### src/rtl/clk_div_sequencer.sv
// Round-robin scheduler sharing one divided-tick generator among NUM_REQ requesters.
// Optional: define CLK_DIV_SEQ_TOGGLE_OUT_EN to add ClkOutput, which toggles on every tick.
module clk_div_sequencer #(
  parameter int NUM_REQ      = 4,
  parameter int FACTOR_WIDTH = 8,
  parameter int COUNT_WIDTH  = 8
) (
  input  logic                            Clk,
  input  logic                            Reset,
  input  logic                            ClkEnable,
  input  logic [NUM_REQ-1:0]              Req,
  input  logic [NUM_REQ*FACTOR_WIDTH-1:0] ReqFactor,
  input  logic [NUM_REQ*COUNT_WIDTH-1:0]  ReqCount,
  output logic [NUM_REQ-1:0]              Grant,
  output logic                            Busy,
  output logic                            TickOut,
  output logic [$clog2(NUM_REQ)-1:0]      TickOwner,
  output logic [NUM_REQ-1:0]              Done
`ifdef CLK_DIV_SEQ_TOGGLE_OUT_EN
  ,
  output logic                            ClkOutput
`endif
);

  localparam int IDX_W = $clog2(NUM_REQ);

  typedef enum logic [1:0] {
    IDLE,
    LOAD,
    RUN,
    RELEASE
  } state_e;

  state_e                   state_q, state_d;
  logic [IDX_W-1:0]         rr_q, rr_d;
  logic [IDX_W-1:0]         owner_q, owner_d;
  logic [NUM_REQ-1:0]       grant_q, grant_d;
  logic                     busy_q, busy_d;
  logic                     tick_q, tick_d;
  logic [NUM_REQ-1:0]       done_q, done_d;
  logic [FACTOR_WIDTH-1:0]  cnt_q, cnt_d;
  logic [FACTOR_WIDTH-1:0]  factor_q, factor_d;
  logic [COUNT_WIDTH-1:0]   remaining_q, remaining_d;

  logic                     winner_valid;
  logic [IDX_W-1:0]         winner_idx;
  logic [FACTOR_WIDTH-1:0]  owner_factor;
  logic [COUNT_WIDTH-1:0]   owner_count;
  logic                     owner_req;
  logic                     tick_due;
  logic                     last_tick;

  assign owner_factor = ReqFactor[owner_q*FACTOR_WIDTH +: FACTOR_WIDTH];
  assign owner_count  = ReqCount[owner_q*COUNT_WIDTH +: COUNT_WIDTH];
  assign owner_req    = Req[owner_q];
  assign tick_due     = ClkEnable && (cnt_q >= factor_q - FACTOR_WIDTH'(1));
  assign last_tick    = tick_due && (remaining_q == COUNT_WIDTH'(1));

  // First requesting index at or above the round-robin pointer, wrapping.
  always_comb begin
    winner_valid = 1'b0;
    winner_idx   = '0;
    for (int i = 0; i < NUM_REQ; i++) begin
      if (!winner_valid && Req[(int'(rr_q) + i) % NUM_REQ]) begin
        winner_valid = 1'b1;
        winner_idx   = IDX_W'((int'(rr_q) + i) % NUM_REQ);
      end
    end
  end

  always_comb begin
    // NOTE: every next-state value starts from a default so no path leaves it unassigned (no latches).
    state_d     = state_q;
    rr_d        = rr_q;
    owner_d     = owner_q;
    grant_d     = grant_q;
    busy_d      = busy_q;
    tick_d      = 1'b0;
    done_d      = '0;
    cnt_d       = cnt_q;
    factor_d    = factor_q;
    remaining_d = remaining_q;

    unique case (state_q)
      IDLE: begin
        if (winner_valid) begin
          state_d             = LOAD;
          owner_d             = winner_idx;
          grant_d             = '0;
          grant_d[winner_idx] = 1'b1;
          busy_d              = 1'b1;
        end
      end

      LOAD: begin
        factor_d    = (owner_factor == '0) ? FACTOR_WIDTH'(1) : owner_factor;
        remaining_d = owner_count;
        cnt_d       = '0;
        if (owner_count == '0) begin
          // A zero-length job completes immediately, even if the request drops now.
          state_d          = RELEASE;
          grant_d          = '0;
          busy_d           = 1'b0;
          done_d[owner_q]  = 1'b1;
        end else if (!owner_req) begin
          state_d = RELEASE;
          grant_d = '0;
          busy_d  = 1'b0;
        end else begin
          state_d = RUN;
        end
      end

      RUN: begin
        if (last_tick) begin
          // Final tick wins over a simultaneous abort.
          tick_d          = 1'b1;
          cnt_d           = '0;
          remaining_d     = '0;
          state_d         = RELEASE;
          grant_d         = '0;
          busy_d          = 1'b0;
          done_d[owner_q] = 1'b1;
        end else if (!owner_req) begin
          state_d = RELEASE;
          grant_d = '0;
          busy_d  = 1'b0;
        end else if (tick_due) begin
          tick_d      = 1'b1;
          cnt_d       = '0;
          remaining_d = remaining_q - COUNT_WIDTH'(1);
        end else if (ClkEnable) begin
          cnt_d = cnt_q + FACTOR_WIDTH'(1);
        end
      end

      RELEASE: begin
        state_d = IDLE;
        rr_d    = (owner_q == IDX_W'(NUM_REQ - 1)) ? '0 : owner_q + IDX_W'(1);
      end

      default: state_d = IDLE;
    endcase
  end

  always_ff @(posedge Clk) begin
    // NOTE: sequential state uses non-blocking assignments so every register samples pre-edge values.
    if (Reset) begin
      state_q     <= IDLE;
      rr_q        <= '0;
      owner_q     <= '0;
      grant_q     <= '0;
      busy_q      <= 1'b0;
      tick_q      <= 1'b0;
      done_q      <= '0;
      cnt_q       <= '0;
      factor_q    <= '0;
      remaining_q <= '0;
    end else begin
      state_q     <= state_d;
      rr_q        <= rr_d;
      owner_q     <= owner_d;
      grant_q     <= grant_d;
      busy_q      <= busy_d;
      tick_q      <= tick_d;
      done_q      <= done_d;
      cnt_q       <= cnt_d;
      factor_q    <= factor_d;
      remaining_q <= remaining_d;
    end
  end

  assign Grant     = grant_q;
  assign Busy      = busy_q;
  assign TickOut   = tick_q;
  assign TickOwner = owner_q;
  assign Done      = done_q;

`ifdef CLK_DIV_SEQ_TOGGLE_OUT_EN
  logic clk_out_q, clk_out_d;

  // Toggles with each tick; cleared on an abort/empty release and during RELEASE so each owner starts low.
  always_comb begin
    clk_out_d = clk_out_q;
    if (state_q == RELEASE || (state_d == RELEASE && !tick_d)) begin
      clk_out_d = 1'b0;
    end else if (tick_d) begin
      clk_out_d = ~clk_out_q;
    end
  end

  always_ff @(posedge Clk) begin
    if (Reset) begin
      clk_out_q <= 1'b0;
    end else begin
      clk_out_q <= clk_out_d;
    end
  end

  assign ClkOutput = clk_out_q;
`endif

endmodule

### config.mk
export PLATFORM = sky130hd
export DESIGN_NAME = clk_div_sequencer
export DESIGN_NICKNAME = d
export VERILOG_FILES = /design/src/rtl/clk_div_sequencer.sv
export SDC_FILE = /design/constraint.sdc
export NUM_CORES = 1
export LEC_CHECK = 0
export CAP_MARGIN = 20
export CORE_ASPECT_RATIO = 0.75
export CORE_MARGIN = 5
export CORE_UTILIZATION = 35
export DETAILED_ROUTE_END_ITERATION = 16
export DONT_BUFFER_PORTS = 1
export GPL_TIMING_DRIVEN = 0
export PLACE_DENSITY_LB_ADDON = 0.05
export RECOVER_POWER = 25
export REMOVE_ABC_BUFFERS = 1
export SLEW_MARGIN = 20
export SYNTH_ARGS = -nofsm -noshare
export SYNTH_HDL_FRONTEND = slang
export SYNTH_SLANG_ARGS = --single-unit
### constraint.sdc
create_clock -name Clk -period 5.8 [get_ports Clk]
set_input_delay 1.45 -clock Clk [delete_from_list [all_inputs] [get_ports Clk]]
set_output_delay 1.45 -clock Clk [all_outputs]
set_load 0.02 [all_outputs]
==> results.txt <==
- Worst hold slack: 0.507 ns
- Worst Max-Slew Pin Slew: 1.15 ns
- Mapped Cells: 316
- A synthesized cell averages 9.00 um2.
* Required time of the worst setup path: 6.01 ns
* CP Max Fanout: 14
- Cell at the root of the clock tree: sky130_fd_sc_hd__clkbuf_8
- Minimum setup slack among reg-to-reg paths: 2.61 ns
- Of the available clock period, the critical path in the final layout requires 56.2%.
- Predominant post-synthesis flop cell: sky130_fd_sc_hd__dfxtp_1
* Unrepaired setup endpoints after global routing: no
- Number of vias per cell: 5.60
* Endpoint with the worst hold slack: remaining_q[5]
- Total of flip-flops plus latches after synthesis: 40
* IO Pins: 83
* Clock-pin slew of the registers on the worst-case setup and hold paths: 0.09 ns
- Vias after detailed routing: 2,336
* Outcome: finished clean
- CTS tree: done
- Total power divided by cell area: 426 nW/um2
* Net count reported at finish: 403
* Hold buffers post-CTS: 0
- Across the routed clock network, the largest skew measured is 0.00778 ns.
- Critical path endpoint category: register
- Counting along the longest clock path gives a buffer depth of 2.
- Floorplan core area: 7920 um2
* Number of detailed-routing iterations run before antenna repair: 4
* Area enclosed by the die boundary: 10,100 um2
* Vias in the first global route: 2,316
- Worst-Skew Late Latency: 0.30 ns
- IR analysis of the VDD net gives a maximum drop of 0.160 mV.
- Wirelength, routed: 7460 um
- The worst register-to-register path ends at state_q[0].
- Arrival time at the worst endpoint: 3.47 ns
- Number of buffers added by the clock tree synthesis step: 5
* Cell type with the highest aggregate area in the netlist: sky130_fd_sc_hd__dfxtp_1
* GRT Util Overall: 14.9%
- In this run the horizontal extent of the chip is 114 um.
- Worst Hold Depth: 2
- Sequential cell area fraction in the yosys report: 28.1%
- Gates resized during post-CTS repair numbered 0.
* Sequential cell area: 802 um2
- Total gr overflow: 0
- Clock tree synthesis found a total of 40 sinks.
- Number of placement rows: 28
- WS Path Type: input port to register
- Relative to the synthesized area, the layout overhead comes to 7.12%.
- Buffers added to address setup during post-CTS repair amount to 0.
* Category of the worst setup path launch point: input port
- The initial antenna violation count came to 0.
- Final count of hold timing violations: 0
- Across the run, the number of max-cap violations was 0.
* First-pass GRT wire length: 11,900 um
* Count of port buffers added during placement: 0
- The final max-slew violation count was 0.
- Cells with a size suffix above 1 make up 11.2% of the layout.
- Clk network pwr share: 15.1%
* Net switching power: 585 uW
* Diodes inserted: 0
- Fillers: 856
* Worst reg-to-reg path cell count: 11
- Per report_power, the combinational group accounts for 53.5% of the total.
* Clock period minus worst slack: 3.26 ns
- The worst register-to-register path begins at factor_q[2].
- Counting flops with an async set or reset pin after synthesis yields a share of 0%.
* EDFF count, synth: 0
- Number of warnings issued by yosys: 0
* Sw Share: 45.0%
* Portion of total power attributed to sequential cells: 31.4%
- Entering global routing, the biggest net connects 46 pins.
- Global placement routability congestion: 0.716
- Number of nets still failing antenna checks after routing: 0
* Worst slew slack as a fraction of its limit: 23.2%
* Drc violations: 0
- After synthesis the cells add up to 2850 um2.
* Internal power component: 714 uW
- DRC violation total after the first TritonRoute iteration: 77
- The HPWL after detailed placement is 5660 um.
- Sum Neg Setup Slack: 0 ns
- In this run the static leakage power is 0.00107 uW.
- Setup violations remaining at the end of the flow were counted as 0.
* Worst Min Path Start: remaining_q[5]
- The worst hold path belongs to the class register to register.
- Maximum achievable frequency: 307 MHz
- After synthesis, the cell types taking the most area are sky130_fd_sc_hd__dfxtp_1 28%, sky130_fd_sc_hd__mux4_2 13%, sky130_fd_sc_hd__ha_1 9.2%.
- Summed over its instances, the top area cell type makes up 28.1% of the synthesized netlist area.
* Die Ht: 88.1 um
- Netlist cell types: 49
* Routed len/inst: 17.9 um
* Area of the multi-input gates: 1940 um2
- Number of levels the H-tree was split into: 2
* Starting density of the core: 35.9%
cells by family after synthesis:
| kind of cell | after synthesis | synth area share (%) |
|---|---|---|
| AOI/OAI and AO/OA | 66 | 16.4 |
| xor gates and xnor gates | 6 | 1.85 |
| adders and majority gates | 21 | 9.23 |
| buffers and inverters | 29 | 4.09 |
| DFF | 40 | 28.1 |
| muxes | 31 | 18.5 |
| and+or+nand+nor | 123 | 21.7 |
worst max-delay path, stage by stage:
cell and delay [ns]:
sky130_fd_sc_hd__mux4_2 0.56, sky130_fd_sc_hd__o21a_1 0.26, sky130_fd_sc_hd__a21boi_1 0.83, sky130_fd_sc_hd__a221oi_1 0.11
sky130_fd_sc_hd__a211oi_1 0.26
registers in the layout, indices dropped and copies added, names as in the netlist:
signal / count
cnt_q: 8
TickOwner: 2
remaining_q: 8
Busy: 1
Grant: 4
Done: 4
rr_q: 2
state_q: 2
TickOut: 1
factor_q: 8
worst max-delay path by stage:
| stage | slack [ns] | endpoint | from | cells after the start |
|---|---|---|---|---|
| finish | 2.54 | remaining_q[0] | Req[3] | 5 |
| detailed placement | 2.28 | remaining_q[0] | Req[3] | 5 |
| CTS | 2.59 | state_q[0] | factor_q[2] | 11 |
| global placement | 1.65 | remaining_q[0] | ClkEnable | 6 |
| floorplan | 2.43 | remaining_q[0] | ClkEnable | 6 |
| global route | 2.29 | state_q[0] | factor_q[2] | 11 |
power groups by stage:
stage / registers, uW / logic, uW / clock network, uW
6_report: 408 / 695 / 196
5_1_grt: 419 / 788 / 218
4_1_cts: 408 / 698 / 203
3_5_place_dp: 414 / 694 / 0
2_1_floorplan: 400 / 547 / 0
3_3_place_gp: 424 / 675 / 0
synth_stat cells (5+ instances only):
cell type,number
sky130_fd_sc_hd__dfxtp_1,40
sky130_fd_sc_hd__nor2_1,33
sky130_fd_sc_hd__a21oi_1,22
sky130_fd_sc_hd__ha_1,21
sky130_fd_sc_hd__nand2_1,19
sky130_fd_sc_hd__mux4_2,16
sky130_fd_sc_hd__nor3_1,16
sky130_fd_sc_hd__inv_1,14
sky130_fd_sc_hd__mux2i_1,14
sky130_fd_sc_hd__nand3_1,13
sky130_fd_sc_hd__clkbuf_1,11
sky130_fd_sc_hd__nand2b_1,9
sky130_fd_sc_hd__or3_1,8
sky130_fd_sc_hd__a311oi_1,6
sky130_fd_sc_hd__nor4_1,6
sky130_fd_sc_hd__and2_1,5
sky130_fd_sc_hd__o21ai_1,5
sky130_fd_sc_hd__xnor2_1,5
metal layers:
metal	GRT usage, %	wire length, um
met1	22.3	3910
met2	21.8	3150
met4	3.02	40
met5	0	0
met3	3.73	359
final cells by class:
class                           instances  area share (%)
Inverter                               15            1.85
Multi-Input combinational cell        247            63.5
Tap cell                              105            4.31
Clock buffer                            5            2.26
Timing Repair Buffer                    2            1.15
Sequential cell                        40            26.3
Clock inverter                          3           0.616
cell usage in the layout, fill, tap and decap left out, types with 3 or more instances in the layout:
master / count
sky130_fd_sc_hd__a211oi_1: 4
sky130_fd_sc_hd__a21oi_1: 22
sky130_fd_sc_hd__a311oi_1: 6
sky130_fd_sc_hd__and2_1: 5
sky130_fd_sc_hd__and3_1: 4
sky130_fd_sc_hd__clkbuf_8: 5
sky130_fd_sc_hd__dfxtp_1: 39
sky130_fd_sc_hd__ha_1: 21
sky130_fd_sc_hd__inv_1: 14
sky130_fd_sc_hd__mux2i_1: 14
sky130_fd_sc_hd__mux4_2: 16
sky130_fd_sc_hd__nand2_1: 19
sky130_fd_sc_hd__nand2b_1: 9
sky130_fd_sc_hd__nand3_1: 13
sky130_fd_sc_hd__nor2_1: 33
sky130_fd_sc_hd__nor3_1: 16
sky130_fd_sc_hd__nor4_1: 6
sky130_fd_sc_hd__o211ai_1: 3
sky130_fd_sc_hd__o21ai_0: 4
sky130_fd_sc_hd__o21ai_1: 5
sky130_fd_sc_hd__o31ai_1: 3
sky130_fd_sc_hd__o32ai_1: 3
sky130_fd_sc_hd__or3_1: 8
sky130_fd_sc_hd__xnor2_1: 5
stage by stage:
step                      utilization [%]  setup WS (ns)  total power [uW]  std cells  instance area (um2)
after floorplan                         -           2.43               948        302                 2790
after global placement               36.8           1.65              1100        407                 2920
after global routing                 38.5           2.29              1430        417                 3050
after CTS                            38.5           2.59              1310        417                 3050
final                                38.5           2.54              1300        417                 3050
after detailed placement             37.4           2.28              1110        409                 2960
Note: power is estimated with default switching activity, not from simulation.
